`src/rtl/fwd_hazard_sb.sv`:
```
// EX-stage forwarding and hazard unit. Each source operand gets its own
// forwarding/hazard lane. A single multi-cycle unit (div/mul) is tracked by
// a one-entry scoreboard with a latency down-counter. The stall output is
// purely combinational, and stalled cycles are counted with saturation.

module fwd_hazard_lane #(
    parameter int XLEN    = 32,
    parameter int RADDR_W = 5
) (
    input  logic [RADDR_W-1:0] rs,
    input  logic               used,
    input  logic [XLEN-1:0]    rf_data,
    input  logic [RADDR_W-1:0] ex_mem_rd,
    input  logic               ex_mem_rwen,
    input  logic               ex_mem_is_load,
    input  logic [XLEN-1:0]    ex_mem_data,
    input  logic [RADDR_W-1:0] mem_wb_rd,
    input  logic               mem_wb_rwen,
    input  logic [XLEN-1:0]    mem_wb_data,
    input  logic               mc_busy,
    input  logic               mc_done,
    input  logic [RADDR_W-1:0] mc_rd_q,
    input  logic [XLEN-1:0]    mc_data,
    output logic [1:0]         sel,
    output logic [XLEN-1:0]    data,
    output logic               hazard
);
    logic ex_hit, wb_hit, mc_hit;

    // Nonzero destination matches; register 0 never forwards or stalls.
    assign ex_hit = ex_mem_rwen && (ex_mem_rd != '0) && (ex_mem_rd == rs);
    assign wb_hit = mem_wb_rwen && (mem_wb_rd != '0) && (mem_wb_rd == rs);
    assign mc_hit = (mc_rd_q != '0) && (mc_rd_q == rs);

    // Priority mux: youngest producer first; a load in EX/MEM has no data yet.
    always_comb begin
        sel  = 2'b00;
        data = rf_data;
        if (ex_hit && !ex_mem_is_load) begin
            sel  = 2'b01;
            data = ex_mem_data;
        end else if (wb_hit) begin
            sel  = 2'b10;
            data = mem_wb_data;
        end else if (mc_done && mc_hit) begin
            sel  = 2'b11;
            data = mc_data;
        end
    end

    // RAW hazards only matter when the instruction actually reads the operand.
    always_comb begin
        hazard = used && ((ex_hit && ex_mem_is_load) || (mc_busy && !mc_done && mc_hit));
    end
endmodule

module fwd_hazard_sb #(
    parameter int XLEN    = 32,
    parameter int RADDR_W = 5,
    parameter int NUM_SRC = 2,
    parameter int LAT_W   = 4,
    parameter int CNT_W   = 32
) (
    input  logic                       clk,
    input  logic                       rst,
    input  logic [NUM_SRC*RADDR_W-1:0] src_rs,
    input  logic [NUM_SRC-1:0]         src_used,
    input  logic [NUM_SRC*XLEN-1:0]    src_rf_data,
    input  logic [RADDR_W-1:0]         ex_mem_rd,
    input  logic                       ex_mem_rwen,
    input  logic                       ex_mem_is_load,
    input  logic [XLEN-1:0]            ex_mem_data,
    input  logic [RADDR_W-1:0]         mem_wb_rd,
    input  logic                       mem_wb_rwen,
    input  logic [XLEN-1:0]            mem_wb_data,
    input  logic                       mc_issue,
    input  logic [RADDR_W-1:0]         mc_rd,
    input  logic [LAT_W-1:0]           mc_lat,
    input  logic [XLEN-1:0]            mc_data,
    output logic [NUM_SRC*2-1:0]       fwd_sel,
    output logic [NUM_SRC*XLEN-1:0]    src_data,
    output logic                       stall,
    output logic                       mc_ready,
    output logic                       mc_done,
    output logic [CNT_W-1:0]           stall_cnt
);
    logic               mc_busy;
    logic [LAT_W-1:0]   mc_cnt;
    logic [RADDR_W-1:0] mc_rd_q;
    logic [NUM_SRC-1:0] lane_haz;
    logic               mc_accept;

    assign mc_done   = mc_busy && (mc_cnt == LAT_W'(1));
    assign mc_ready  = !mc_busy || mc_done;
    assign mc_accept = mc_issue && mc_ready;

    genvar g;
    generate
        for (g = 0; g < NUM_SRC; g++) begin : g_lane
            fwd_hazard_lane #(
                .XLEN    (XLEN),
                .RADDR_W (RADDR_W)
            ) u_lane (
                .rs             (src_rs[g*RADDR_W +: RADDR_W]),
                .used           (src_used[g]),
                .rf_data        (src_rf_data[g*XLEN +: XLEN]),
                .ex_mem_rd      (ex_mem_rd),
                .ex_mem_rwen    (ex_mem_rwen),
                .ex_mem_is_load (ex_mem_is_load),
                .ex_mem_data    (ex_mem_data),
                .mem_wb_rd      (mem_wb_rd),
                .mem_wb_rwen    (mem_wb_rwen),
                .mem_wb_data    (mem_wb_data),
                .mc_busy        (mc_busy),
                .mc_done        (mc_done),
                .mc_rd_q        (mc_rd_q),
                .mc_data        (mc_data),
                .sel            (fwd_sel[g*2 +: 2]),
                .data           (src_data[g*XLEN +: XLEN]),
                .hazard         (lane_haz[g])
            );
        end
    endgenerate

    // Any operand RAW hazard or an issue the busy unit cannot take holds the front end.
    always_comb begin
        stall = (|lane_haz) || (mc_issue && !mc_ready);
    end

    // Scoreboard: a new accepted issue always wins over the retiring op.
    always_ff @(posedge clk) begin
        if (rst) begin
            mc_busy <= 1'b0;
            mc_cnt  <= '0;
            mc_rd_q <= '0;
        end else if (mc_accept) begin
            mc_busy <= 1'b1;
            mc_rd_q <= mc_rd;
            mc_cnt  <= (mc_lat == '0) ? LAT_W'(1) : mc_lat;
        end else if (mc_busy) begin
            mc_cnt <= mc_cnt - LAT_W'(1);
            if (mc_done) mc_busy <= 1'b0;
        end
    end

    // Saturating stall-cycle counter, cleared only by reset.
    always_ff @(posedge clk) begin
        if (rst)                           stall_cnt <= '0;
        else if (stall && stall_cnt != '1) stall_cnt <= stall_cnt + CNT_W'(1);
    end
endmodule

```
`config.mk`:
```
export PLATFORM = sky130hd
export DESIGN_NAME = fwd_hazard_sb
export DESIGN_NICKNAME = d
export VERILOG_FILES = /design/src/rtl/fwd_hazard_sb.sv
export SDC_FILE = /design/constraint.sdc
export NUM_CORES = 1
export LEC_CHECK = 0
export CAP_MARGIN = 20
export CORE_MARGIN = 2
export CORE_UTILIZATION = 30
export DETAILED_ROUTE_END_ITERATION = 6
export PLACE_DENSITY = 0.74
export REMOVE_ABC_BUFFERS = 1
export SETUP_SLACK_MARGIN = 0.3
export SLEW_MARGIN = 20
export SYNTH_ARGS = -nofsm -noshare
export SYNTH_HDL_FRONTEND = slang
export SYNTH_SLANG_ARGS = --single-unit
```
`constraint.sdc`:
```
create_clock -name clk -period 3.3 [get_ports clk]
set_clock_uncertainty 0.15 [all_clocks]
set_input_delay 0.825 -clock clk [delete_from_list [all_inputs] [get_ports clk]]
set_output_delay 0.825 -clock clk [all_outputs]
set_load 0.005 [all_outputs]
```
# After elaboration in Yosys (flattened, before gate mapping)
# Index checks and enable logic that the tools add are counted.
# totals
in_bits,197
mem_bits_rw,0
elab_cells,69
rom_bits,0
mem_count,0
out_inout_bits,103
latch_bits,0
ff_bits,42
# op_classes
shift,0
n_addsub,2
n_div,0
n_reduce_logical,37
mul,0
n_lt_le_gt_ge,0
eq_ne,8
bitwise,0
muxes,18
# op_table
cell,count
32-bit two-way mux,6
32-bit by 1-bit adder with 32-bit output (second input constant),1
32-bit != test (second input constant),1
5-bit equality test,6
1-bit logical AND,23
5-bit nonzero test,3
2-bit two-way mux,6
4-bit two-way mux,3
4-bit by 1-bit equality test with 1-bit output (second input constant),1
1-bit zero test,4
4-bit zero test,1
1-bit logical OR,4
4-bit by 1-bit subtractor with 4-bit output (second input constant),1
1-bit two-way mux,3
2-bit nonzero test,1
2-bit OR reduction,1

# Depth between registers and ports, before layout
# logic_depth
ltp_word,10
ltp_mapped,11
ltp_nobuf,9

# By module
# A second synthesis with hierarchy kept.
# hier_totals
hier_cells,643
area_unflattened_um2,5106.1
# by_module_without_submodules
module,cells_each,instances,area_per_inst_um2,seq_area_each_um2
fwd_hazard_lane,191,2,1460.2,0.0
fwd_hazard_sb,261,1,2185.8,840.8

# Least setup slack after synthesis
# Ideal clock, no wire load.
# synth_path
path_type,input to output
start,input port mem_wb_rd[0]
end,output port src_data[47]
t_arrival_ns,2.464
path_buffers,2
path_stages,8
path_slack_ns,-0.139
t_required_ns,2.325
path_cell_list,or4_1 o21ai_0 or4_1 buf_2 buf_1 nor2_1 a211oi_1 a21o_1
# synth_via
elab_chain_cells,5
word_cells_on_any_way,6
classes_between,eq/ne: 1; mux: 2; reduce/logical: 3
# synth_rtl
element,line,text
from (decl),73,"input logic [RADDR_W-1:0] mem_wb_rd,"
5-bit nonzero test,32,assign wb_hit = mem_wb_rwen && (mem_wb_rd != '0) && (mem_wb_rd == rs);
1-bit logical AND,32,
1-bit logical AND (*),32,
32-bit two-way mux (*),42,end else if (wb_hit) begin
32-bit two-way mux (*),39,if (ex_hit && !ex_mem_is_load) begin
to (decl),81,"output logic [NUM_SRC*XLEN-1:0] src_data,"
# Mark *: on every way between the ends. The rest lies on a longest branch, timed or not.

# Worst setup path after layout
# layout_path
start,input port src_rs[8]
end,output port src_data[59]
# layout_via
elab_chain_cells,6
word_cells_on_any_way,11
classes_between,eq/ne: 3; mux: 3; reduce/logical: 5
# layout_rtl
element,line,text
from (decl),66,"input logic [NUM_SRC*RADDR_W-1:0] src_rs,"
5-bit equality test,33,assign mc_hit = (mc_rd_q != '0) && (mc_rd_q == rs);
1-bit logical AND,33,
1-bit logical AND,45,end else if (mc_done && mc_hit) begin
32-bit two-way mux,45,
32-bit two-way mux,42,
32-bit two-way mux (*),39,
# Marks and branches as above.

==> flow_metrics.tcl <==
set metrics [dict create \
    grt_pass1_wl_mm 39.0 \
    place.gp.congestion 0.928 \
    power_w 0.00200 \
    numClockSinks 42 \
    synth-async-reset-ratio_pct 0 \
    antenna_left 0 \
    io_buffers 299 \
    ys_warn_count 0 \
    timing.setup.tns_ns -20.87 \
    worstMarginPinSlew_ns 0.678 \
    violations "negative setup slack" \
    synth.avg_cell_area_um2 7.00 \
    area_delta_synth_final_pct 140 \
    drt_iter0_drc 589 \
    crit_type "in -> out" \
    relSlewSlack_pct 54.7 \
    post-route-min-period_ns 4.03 \
    die_h_um 129 \
    clkPwrFrac_pct 27.1 \
    wl_per_cell_um 25.7 \
    whs_ns 0.332 \
    ys_ff_latch 42 \
    cts_hold_buf 0 \
    overflow 0 \
    fin_ws_ns -0.732 \
    grt_start_max_net_pins 55 \
    final-max-slew-violation-count 0 \
    antenna_found_initial 8 \
    max-cap-violations 0 \
    ir_drop_v 0.000240 \
    path_max_fanout 8 \
    fin_cells 1270 \
    vias 7732 \
    switching_power_w 0.000616 \
    synthFlopType "dfxtp_1" \
    cts_made_buffers 5 \
    worstPathRequired_ns 2.32 \
    min_path_type "reg -> reg" \
    p_comb_share_pct 46.4 \
    fillCellCount 946 \
    viasPerCell 6.09 \
    p_int_w 0.00139 \
    clk_latency_ns 0.29 \
    syn-instance-count 665 \
    io_pins 300 \
    path_clk_slew_ns 0.06 \
    firstDrtPassIters 5 \
    drcViolationCount 0 \
    drt-total-wl_mm 32.7 \
    min-delay-start "mc_rd_q[0]$_SDFFE_PP0P_" \
    p_leak_nw 4.66 \
    finalSetupViolCount 69 \
    seq_area_frac_synth_pct 18.1 \
    min_period_over_period_pct 122 \
    htreeDepth 2 \
    finalInstanceArea_um2 11200 \
    clockRootBuffer "clkbuf_16" \
    syn-cell-area_um2 4650 \
    cts_buffer_depth 2 \
    rows 45 \
    critPathArrivalTime_ns 3.06 \
    grt_pass1_vias 6919 \
    fin_nets 1273 \
    status "complete, but fails checks" \
    sw_frac_of_total_pct 30.8 \
    drive_gt1_share_pct 45.2 \
    cts_tree "done" \
    synth_edf_count 0 \
    endpoint_kind "output pin" \
    place_inst 1163 \
    startpoint_type "input port" \
    max_clock_freq_ghz 0.248 \
    core_area_um2 15200 \
    start_util_pct 30.6 \
    die_area_um2 16500 \
    seq_area_um2 841 \
    dp_hpwl_mm 17.8 \
    rsz0062_at_grt "yes" \
    placed_area_um2 8300 \
    multiInputGateArea_um2 4850 \
    startpoint "src_rs[8]" \
    power.density_nw_per_um2 179 \
    grt.total_usage_pct 30.3 \
    die-width_um 129 \
    rr_startpoint "stall_cnt[9]$_SDFFE_PP0P_" \
    p_seq_share_pct 26.4 \
    hold_viol 0 \
    yosysUniqueCellTypes 48 \
]
area by class of cell:
class	count	share of cell area, %
timing repair buffer	454	44.9
multi-input combinational	561	43.5
sequential	42	7.54
tap	188	2.11
clock buffer	8	1.49
inverter	9	0.303
antenna	8	0.179
synthesized netlist by cell type, drive strengths merged, types with 7 or more instances:
library cell  instances  share of area, %
o31ai                 8               1.3
a21oi                30               3.3
xnor2                15               2.8
xor2                 15               2.8
or4                  12               1.9
nand4                 7              0.94
inv                   9              0.73
and3                  9               1.3
a21o                 33               5.3
nor3                 11               1.5
nor2                 60               4.8
dfxtp                42                18
nand2                89               7.2
nor2b                13               1.7
nand3                25               2.7
or3                  13               1.7
o21ai                77               8.3
buf                  21               2.4
nor4                  7              0.94
a211oi               36               5.8
mux2i                64                14
clkbuf               32               2.6
mux2                 12               3.0
worst max-delay path, stage by stage:
cell,delay (ns)
buf_8,0.10
xnor2_2,0.18
nand3_1,0.10
or4_4,0.52
buf_4,0.19
buf_12,0.14
nor2_1,0.52
a211oi_1,0.14
a21o_1,0.20
buf_2,0.14
worst paths after layout:
check                               end  slack (ns)  depth (start not counted)
max                        src_data[59]       -0.73                         10
min             mc_rd_q[0]$_SDFFE_PP0P_        0.33                          2
max reg2reg  stall_cnt[28]$_SDFFE_PP0P_        0.31                          7
min reg2reg     mc_rd_q[0]$_SDFFE_PP0P_        0.33                          2
power groups by stage:
stage          Clock, W  Sequential, W  Combinational [W]
5_1_grt        0.000572       0.000530           0.000967
6_report       0.000543       0.000529           0.000929
3_3_place_gp          0       0.000539           0.000700
2_1_floorplan         0       0.000542           0.000205
4_1_cts        0.000553       0.000529           0.000768
3_5_place_dp          0       0.000540           0.000706
routing by layer:
metal | GRT usage, % | vias to the layer above | wire [µm]
li1 | - | 3254 | -
met4 | 17.5 | 6 | 2750
met2 | 52.3 | 595 | 15100
met1 | 34.0 | 3656 | 11200
met3 | 7.69 | 221 | 3620
met5 | 0 | - | 33
through the flow:
step                      utilization, %  setup slack [ns]
final                               73.4            -0.732
after global placement              54.6             -1.21
after floorplan                        -             -2.92
after CTS                           65.4            -0.298
after global routing                73.3            -0.714
after detailed placement            54.6             -1.22
placed cells by master, fill, tap and decap left out, drive strengths merged, types with 9 or more instances in the layout:
master         instances
buf                  235
o21ai                 77
dfxtp                 42
mux2i                 64
or4                   12
a211oi                36
nand2                 89
nand3                 25
nor2b                 13
a21o                  33
nor2                  60
a21oi                 30
and3                   9
mux2                  12
nor3                  11
inv                    9
xor2                  15
or3                   13
clkbuf                16
xnor2                 15
clkdlybuf4s50        208
flip-flops by register name, summed over array words and instances (netlist names):
signal	count
stall_cnt	32
mc_rd_q	5
mc_cnt	4
mc_busy	1
repair_timing:
item,4_1_cts,5_1_grt
endpoints found under the setup margin,101,88
pin swaps,84,93
cloned,22,9
buffers inserted,38,22
gates resized for setup,630,190
cells by family after synthesis:
logic type                 Yosys count  share of synthesized area [%]
and+or+nand+nor                    259                           27.2
AOI/OAI and AO/OA                  193                           25.8
muxes                               76                           16.8
buffers and inverters               62                           5.73
DFF                                 42                           18.1
xor gates and xnor gates            30                           5.65
adders and majority gates            3                          0.807
Power figures use the tool's default switching activity.
